[src/rtl/light_seq_monitor_if.sv]
// Traffic-light monitor bus: observed lights and clear in, phase/dwell/cycle/fault status out.
// The master modport belongs to whoever drives the lights; the slave modport belongs to the monitor.
interface light_seq_monitor_if #(
  parameter int unsigned CW = 8
);
  logic [2:0]    lights;
  logic          clr;
  logic [1:0]    phase;
  logic [CW-1:0] dwell;
  logic          cycle_done;
  logic [CW-1:0] cycles;
  logic          fault;
  logic [1:0]    err_code;

  modport master (
    output lights, clr,
    input  phase, dwell, cycle_done, cycles, fault, err_code
  );

  modport slave (
    input  lights, clr,
    output phase, dwell, cycle_done, cycles, fault, err_code
  );
endinterface

[src/rtl/light_seq_monitor.sv]
// Receive-side checker for the {green,yellow,red} light bus: it tracks the phase order and the
// dwell bounds, counts completed cycles, and latches the first fault cause until it is cleared.
module light_seq_monitor #(
  parameter int unsigned RED_MIN = 1,
  parameter int unsigned RED_MAX = 1,
  parameter int unsigned YEL_MIN = 1,
  parameter int unsigned YEL_MAX = 1,
  parameter int unsigned GRN_MIN = 3,
  parameter int unsigned GRN_MAX = 3,
  parameter int unsigned CW      = 8
) (
  input logic Clk,
  input logic Reset,
  light_seq_monitor_if.slave bus
);

  typedef enum logic [2:0] {
    S_IDLE,
    S_RED,
    S_YEL,
    S_GRN,
    S_FAULT
  } state_t;

  localparam logic [2:0]    C_RED = 3'b001;
  localparam logic [2:0]    C_YEL = 3'b010;
  localparam logic [2:0]    C_GRN = 3'b100;
  localparam logic [CW-1:0] SAT   = '1;

  localparam logic [CW:0] RED_MIN_W = (CW+1)'(RED_MIN);
  localparam logic [CW:0] RED_MAX_W = (CW+1)'(RED_MAX);
  localparam logic [CW:0] YEL_MIN_W = (CW+1)'(YEL_MIN);
  localparam logic [CW:0] YEL_MAX_W = (CW+1)'(YEL_MAX);
  localparam logic [CW:0] GRN_MIN_W = (CW+1)'(GRN_MIN);
  localparam logic [CW:0] GRN_MAX_W = (CW+1)'(GRN_MAX);

  state_t        state, state_n;
  logic [1:0]    phase_q, phase_n;
  logic [CW-1:0] dwell_q, dwell_n;
  logic          done_q, done_n;
  logic [CW-1:0] cycles_q, cycles_n;
  logic          fault_q, fault_n;
  logic [1:0]    err_q, err_n;

  logic [2:0]    cur_code, nxt_code;
  state_t        nxt_state;
  logic [CW:0]   min_w, max_w, dwell_inc;
  logic          legal, go_fault;
  logic [1:0]    go_code;

  always_ff @(posedge Clk) begin
    if (Reset) begin
      state    <= S_IDLE;
      phase_q  <= 2'd0;
      dwell_q  <= '0;
      done_q   <= 1'b0;
      cycles_q <= '0;
      fault_q  <= 1'b0;
      err_q    <= 2'd0;
    end else begin
      state    <= state_n;
      phase_q  <= phase_n;
      dwell_q  <= dwell_n;
      done_q   <= done_n;
      cycles_q <= cycles_n;
      fault_q  <= fault_n;
      err_q    <= err_n;
    end
  end

  // Per-phase view: the code that extends the current phase, the code that legally follows it, and its dwell bounds.
  always_comb begin
    cur_code  = C_RED;
    nxt_code  = C_YEL;
    nxt_state = S_YEL;
    min_w     = RED_MIN_W;
    max_w     = RED_MAX_W;
    case (state)
      S_YEL: begin
        cur_code  = C_YEL;
        nxt_code  = C_GRN;
        nxt_state = S_GRN;
        min_w     = YEL_MIN_W;
        max_w     = YEL_MAX_W;
      end
      S_GRN: begin
        cur_code  = C_GRN;
        nxt_code  = C_RED;
        nxt_state = S_RED;
        min_w     = GRN_MIN_W;
        max_w     = GRN_MAX_W;
      end
      default: ;
    endcase
  end

  always_comb begin
    state_n   = state;
    dwell_n   = dwell_q;
    done_n    = 1'b0;
    cycles_n  = cycles_q;
    fault_n   = fault_q;
    err_n     = err_q;
    go_fault  = 1'b0;
    go_code   = 2'd0;
    legal     = (bus.lights == C_RED) || (bus.lights == C_YEL) || (bus.lights == C_GRN);
    dwell_inc = {1'b0, dwell_q} + (CW+1)'(1);

    case (state)
      S_IDLE: begin
        if (bus.lights == C_RED) begin
          state_n = S_RED;
          dwell_n = CW'(1);
        end else if (!legal) begin
          go_fault = 1'b1;
          go_code  = 2'd1;
        end
      end
      S_RED, S_YEL, S_GRN: begin
        if (!legal) begin
          go_fault = 1'b1;
          go_code  = 2'd1;
        end else if (bus.lights == cur_code) begin
          if (dwell_inc > max_w) begin
            go_fault = 1'b1;
            go_code  = 2'd3;
          end else begin
            dwell_n = dwell_inc[CW] ? SAT : dwell_inc[CW-1:0];
          end
        end else if (bus.lights == nxt_code) begin
          if ({1'b0, dwell_q} < min_w) begin
            go_fault = 1'b1;
            go_code  = 2'd3;
          end else begin
            state_n = nxt_state;
            dwell_n = CW'(1);
            if (state == S_GRN) begin
              done_n = 1'b1;
              if (cycles_q != SAT) cycles_n = cycles_q + CW'(1);
            end
          end
        end else begin
          go_fault = 1'b1;
          go_code  = 2'd2;
        end
      end
      S_FAULT: begin
        if (bus.clr) begin
          state_n = S_IDLE;
          fault_n = 1'b0;
          err_n   = 2'd0;
        end
      end
      default: state_n = S_IDLE;
    endcase

    // Fault can only be entered from a non-fault state, so the latched cause is always the first one.
    if (go_fault) begin
      state_n = S_FAULT;
      dwell_n = '0;
      fault_n = 1'b1;
      err_n   = go_code;
    end

    case (state_n)
      S_RED:   phase_n = 2'd1;
      S_YEL:   phase_n = 2'd2;
      S_GRN:   phase_n = 2'd3;
      default: phase_n = 2'd0;
    endcase
  end

  assign bus.phase      = phase_q;
  assign bus.dwell      = dwell_q;
  assign bus.cycle_done = done_q;
  assign bus.cycles     = cycles_q;
  assign bus.fault      = fault_q;
  assign bus.err_code   = err_q;

endmodule

[src/flat_wrapper.sv]
// flat-port wrapper written by rule: the top's interface ports become plain ports
module light_seq_monitor_flat 
#(
  parameter int unsigned RED_MIN = 1,
  parameter int unsigned RED_MAX = 1,
  parameter int unsigned YEL_MIN = 1,
  parameter int unsigned YEL_MAX = 1,
  parameter int unsigned GRN_MIN = 3,
  parameter int unsigned GRN_MAX = 3,
  parameter int unsigned CW      = 8
)
  (Clk, Reset, bus_lights, bus_clr, bus_phase, bus_dwell, bus_cycle_done, bus_cycles, bus_fault, bus_err_code);
  light_seq_monitor_if #(.CW(CW)) bus_i ();
  input logic Clk;
  input logic Reset;
  input wire logic [$bits(bus_i.lights)-1:0] bus_lights;
  input wire logic [$bits(bus_i.clr)-1:0] bus_clr;
  output wire logic [$bits(bus_i.phase)-1:0] bus_phase;
  output wire logic [$bits(bus_i.dwell)-1:0] bus_dwell;
  output wire logic [$bits(bus_i.cycle_done)-1:0] bus_cycle_done;
  output wire logic [$bits(bus_i.cycles)-1:0] bus_cycles;
  output wire logic [$bits(bus_i.fault)-1:0] bus_fault;
  output wire logic [$bits(bus_i.err_code)-1:0] bus_err_code;
  assign bus_i.lights = bus_lights;
  assign bus_i.clr = bus_clr;
  assign bus_phase = bus_i.phase;
  assign bus_dwell = bus_i.dwell;
  assign bus_cycle_done = bus_i.cycle_done;
  assign bus_cycles = bus_i.cycles;
  assign bus_fault = bus_i.fault;
  assign bus_err_code = bus_i.err_code;
  light_seq_monitor #(.RED_MIN(RED_MIN), .RED_MAX(RED_MAX), .YEL_MIN(YEL_MIN), .YEL_MAX(YEL_MAX), .GRN_MIN(GRN_MIN), .GRN_MAX(GRN_MAX), .CW(CW)) u_core (.Clk(Clk), .Reset(Reset), .bus(bus_i));
endmodule
[config.mk]
export PLATFORM = sky130hd
export DESIGN_NAME = light_seq_monitor_flat
export DESIGN_NICKNAME = d
export VERILOG_FILES = /design/src/rtl/light_seq_monitor_if.sv /design/src/rtl/light_seq_monitor.sv /design/src/flat_wrapper.sv
export SDC_FILE = /design/constraint.sdc
export NUM_CORES = 1
export LEC_CHECK = 0
export BUFFER_PORTS_ARGS = -buffer_cell sky130_fd_sc_hd__buf_2
export CELL_PAD_IN_SITES_DETAIL_PLACEMENT = 1
export CELL_PAD_IN_SITES_GLOBAL_PLACEMENT = 1
export CORE_AREA = 2 2 62 64
export DETAILED_ROUTE_END_ITERATION = 10
export DIE_AREA = 0 0 64 66
export PLACE_DENSITY_LB_ADDON = 0.1
export SYNTH_ARGS = -nofsm -noshare
export SYNTH_HDL_FRONTEND = slang
export SYNTH_SLANG_ARGS = --single-unit
[constraint.sdc]
create_clock -name Clk -period 2.75 [get_ports Clk]
set_clock_uncertainty 0.1 [all_clocks]
set_input_delay 0.1375 -clock Clk [delete_from_list [all_inputs] [get_ports Clk]]
set_output_delay 0.1375 -clock Clk [all_outputs]
set_load 0.02 [all_outputs]
==> run_results.csv <==
group,metric,value,unit
outcome,outcome,"completed",
floorplan,boundaryPins,28,
global_routing,gr-usage-met2,28.91,%
place,numPortBuffers,27,
detailed_routing,wl_per_cell,14.41,um
critical_path,crit_buf_inv,0,
global_routing,grt_pass1_wl,5671,um
cells_and_area,final_layout_size_suffix_gt1_share,28.81,%
sta,fin_crit,2.278,ns
critical_path,end_kind,"register",
clock_tree,clock_latency,0.32,ns
pwr,p_total,615.0,uW
global_routing,grt_most_used_layer,"met2",
logic_synthesis,synth_edf_count,0,
clock_tree,root_buffer,"clkbuf_4",
logic_synthesis,yosysTopAreaCellShare,36.10,%
logic_synthesis,synth_flop_cell,"dfxtp_1",
logic_synthesis,synth_common_cells,"25 x dfxtp_1, 11 x nor2_1, 8 x and3_1, 8 x nand2_1, 8 x xnor2_1",
logic_synthesis,synth_cell_types,56,
floorplan,rows,22,
critical_path,cp_slowest_stage_delay,0.50,ns
cells_and_area,nNetsFinal,186,
logic_synthesis,ys_async_sr_fraction,0,%
global_routing,met3_usage,2.044,%
critical_path,start_kind,"register",
sta,holdWs,0.05189,ns
critical_path,worstSetupPathType,"reg -> reg",
pwr,p_leak,0.6911,nW
sta,hold_violations,0,
logic_synthesis,syn_avg_cell_area,9.367,um^2
critical_path,cp_cell_sequence,"and3_1 -> nand4_1 -> a2111oi_2 -> nand3b_1 -> a21oi_2 -> a21boi_1",
clock_tree,postCtsHoldBufs,0,
clock_tree,postCtsSetupBuffers,0,
global_routing,grt_pass1_vias,1204,
detailed_routing,drt_iter0_markers,37,
sta,fin_tns_setup,0,ns
run,max_cap_violations,0,
logic_synthesis,syn-cell-area,1386,um^2
clock_tree,path_clk_slew,0.14,ns
critical_path,crit_family,"compound AO/OA/AOI/OAI gates",
clock_tree,cts.htree.levels,1,
global_routing,grt_max_degree,16,
logic_synthesis,synth_fp_nets,156,
logic_synthesis,yosysSeqAreaShare,36.10,%
global_routing,use_met1,21.94,%
cells_and_area,n_antenna_cell,0,
logic_synthesis,netlist_top_cells_area,"dfxtp_1 36%, xnor2_1 5.1%, and3_1 3.6%, nor2_1 3.0%, nand2_1 2.2%",
sta,worst_slew_pin_slew,0.5908,ns
detailed_routing,drcViolationCount,0,
floorplan,die_w,64,um
clock_tree,clock-sinks,25,
sta,fin_ws,0.4725,ns
place,finalWeightedCongestion,0.7716,
logic_synthesis,synth.most_common_cell,"dfxtp_1",
logic_synthesis,ys_warn_count,0,
sta,timing.fmax,0.4391,GHz
min_path,hp-class,"in -> reg",
clock_tree,cts_resized,0,
floorplan,start_util,39.04,%
detailed_routing,viasPerCell,5.338,
cells_and_area,area_growth,14.71,%
critical_path,cp_slowest_cell,"dfxtp_1",
sta,rsz0062_at_grt,"no",
logic_synthesis,synth_area_leader_cell,"dfxtp_1",
detailed_routing,ant_nets,0,
global_routing,grt-ovfl-total,0,
pwr,pwr_density_cell,386.7,nW/um^2
clock_tree,numCtsBuffers,3,
detailed_routing,via_count,1201,
global_routing,gr-usage-all-layers,17.01,%
place,preCtsSetupSlack,0.5107,ns
cells_and_area,post-route-util,44.79,%
global_routing,antenna_found_initial,0,
floorplan,design.core.area,3551,um^2
sta,finalCritPeriodShare,82.82,%
detailed_routing,firstDrtPassIters,4,
logic_synthesis,synth_cells,148,
cells_and_area,nFillCells,437,
sta,setup_viol,0,
logic_synthesis,synth-seq-cells,25,
clock_tree,cts_tree,"built",
floorplan,die_h,66,um
sta,slew_headroom,60.47,%
sta,maxSlewViolCount,0,
critical_path,path_max_fanout,9,
clock_tree,cts.path.max_buffers,2,
place,dp_hpwl,2529,um
pwr,ir_worst_vdd,0.2007,mV
detailed_routing,postRouteWirelength,3243,um
floorplan,fp.dieArea,4224,um^2
critical_path,cp.arrival,2.44,ns
critical_path,cp.required,2.91,ns
-- worst register-to-register path, delay by kind of cell, from the launching register on --
kind / cells / cell delay (ns)
flip-flops: 1 / 0.50
AO/OA/AOI/OAI: 3 / 0.97
AND/OR/NAND/NOR: 3 / 0.65
-- routing by layer --
metal / vias up / share of wire (%)
met5: - / 0
met4: 0 / 0.71
met3: 2 / 2.7
met2: 18 / 48
met1: 572 / 48
li1: 609 / -
-- cells in the final DEF, fill, tap and decap left out, drive strengths merged, types with 2 or more instances in the layout --
master / n
buf: 28
nand3b: 4
xnor2: 8
and2: 2
nor2b: 2
xor2: 3
inv: 4
ha: 2
and3: 8
or2: 3
o21ai: 4
a21boi: 2
nand3: 2
nand2b: 3
nor3b: 3
a21o: 3
nand4: 3
nor3: 7
nor4: 5
nor2: 11
a211o: 3
clkbuf: 3
a31oi: 3
nand2: 9
a21oi: 5
dfxtp: 25
and4: 2
-- through the flow --
| stage | instances | instance area [um^2] |
|---|---|---|
| 4_1_cts | 225 | 1590 |
| 3_5_place_dp | 221 | 1560 |
| 2_1_floorplan | 148 | 1386 |
| 3_3_place_gp | 221 | 1560 |
| 6_report | 225 | 1590 |
| 5_1_grt | 225 | 1590 |
-- flip-flops by register name, indices dropped and copies added (netlist names) --
name and flops:
u_core.bus.cycles 8, u_core.bus.dwell 8, u_core.state 3, u_core.bus.err_code 2
u_core.bus.phase 2, u_core.bus.cycle_done 1, u_core.bus.fault 1
-- area by class of cell --
cell class              count  area [um^2]  area share (%)
multi-input cells         116        842.1           52.95
flip-flops and latches     25        500.5           31.47
repair buffers             28        142.6           8.969
well taps                  48        60.06           3.777
clock buffers               3        22.52           1.416
inverters                   4        15.01          0.9441
clock inverters             1        7.507          0.4721
-- power breakdown --
part	leakage, nW	internal (mW)	switching, mW	total, mW
clock	0.0139	0.0556	0.115	0.171
combinational	0.475	0.0275	0.0427	0.0702
sequential	0.202	0.368	0.00554	0.374
total	0.691	0.451	0.164	0.615
-- cells by family after synthesis --
group | Yosys count | share of synthesized area (%)
buffers and inverters | 7 | 3.158
adders and majority gates | 2 | 1.805
muxes | 1 | 0.7221
DFF | 25 | 36.10
xor gates and xnor gates | 11 | 6.950
AOI/OAI and AO/OA | 33 | 18.50
and+or+nand+nor | 69 | 32.76
-- path summary, 6_finish.rpt --
check        cells after the start                endpoint                    from  slack, ns
max                              6     u_core.bus.dwell[1]     u_core.bus.dwell[2]       0.47
min                              3         u_core.state[2]                 bus_clr       0.05
max reg2reg                      6     u_core.bus.dwell[1]     u_core.bus.dwell[2]       0.47
min reg2reg                      2  u_core.bus.err_code[1]  u_core.bus.err_code[1]       0.39
No activity file was read; power rests on OpenSTA's default activity.
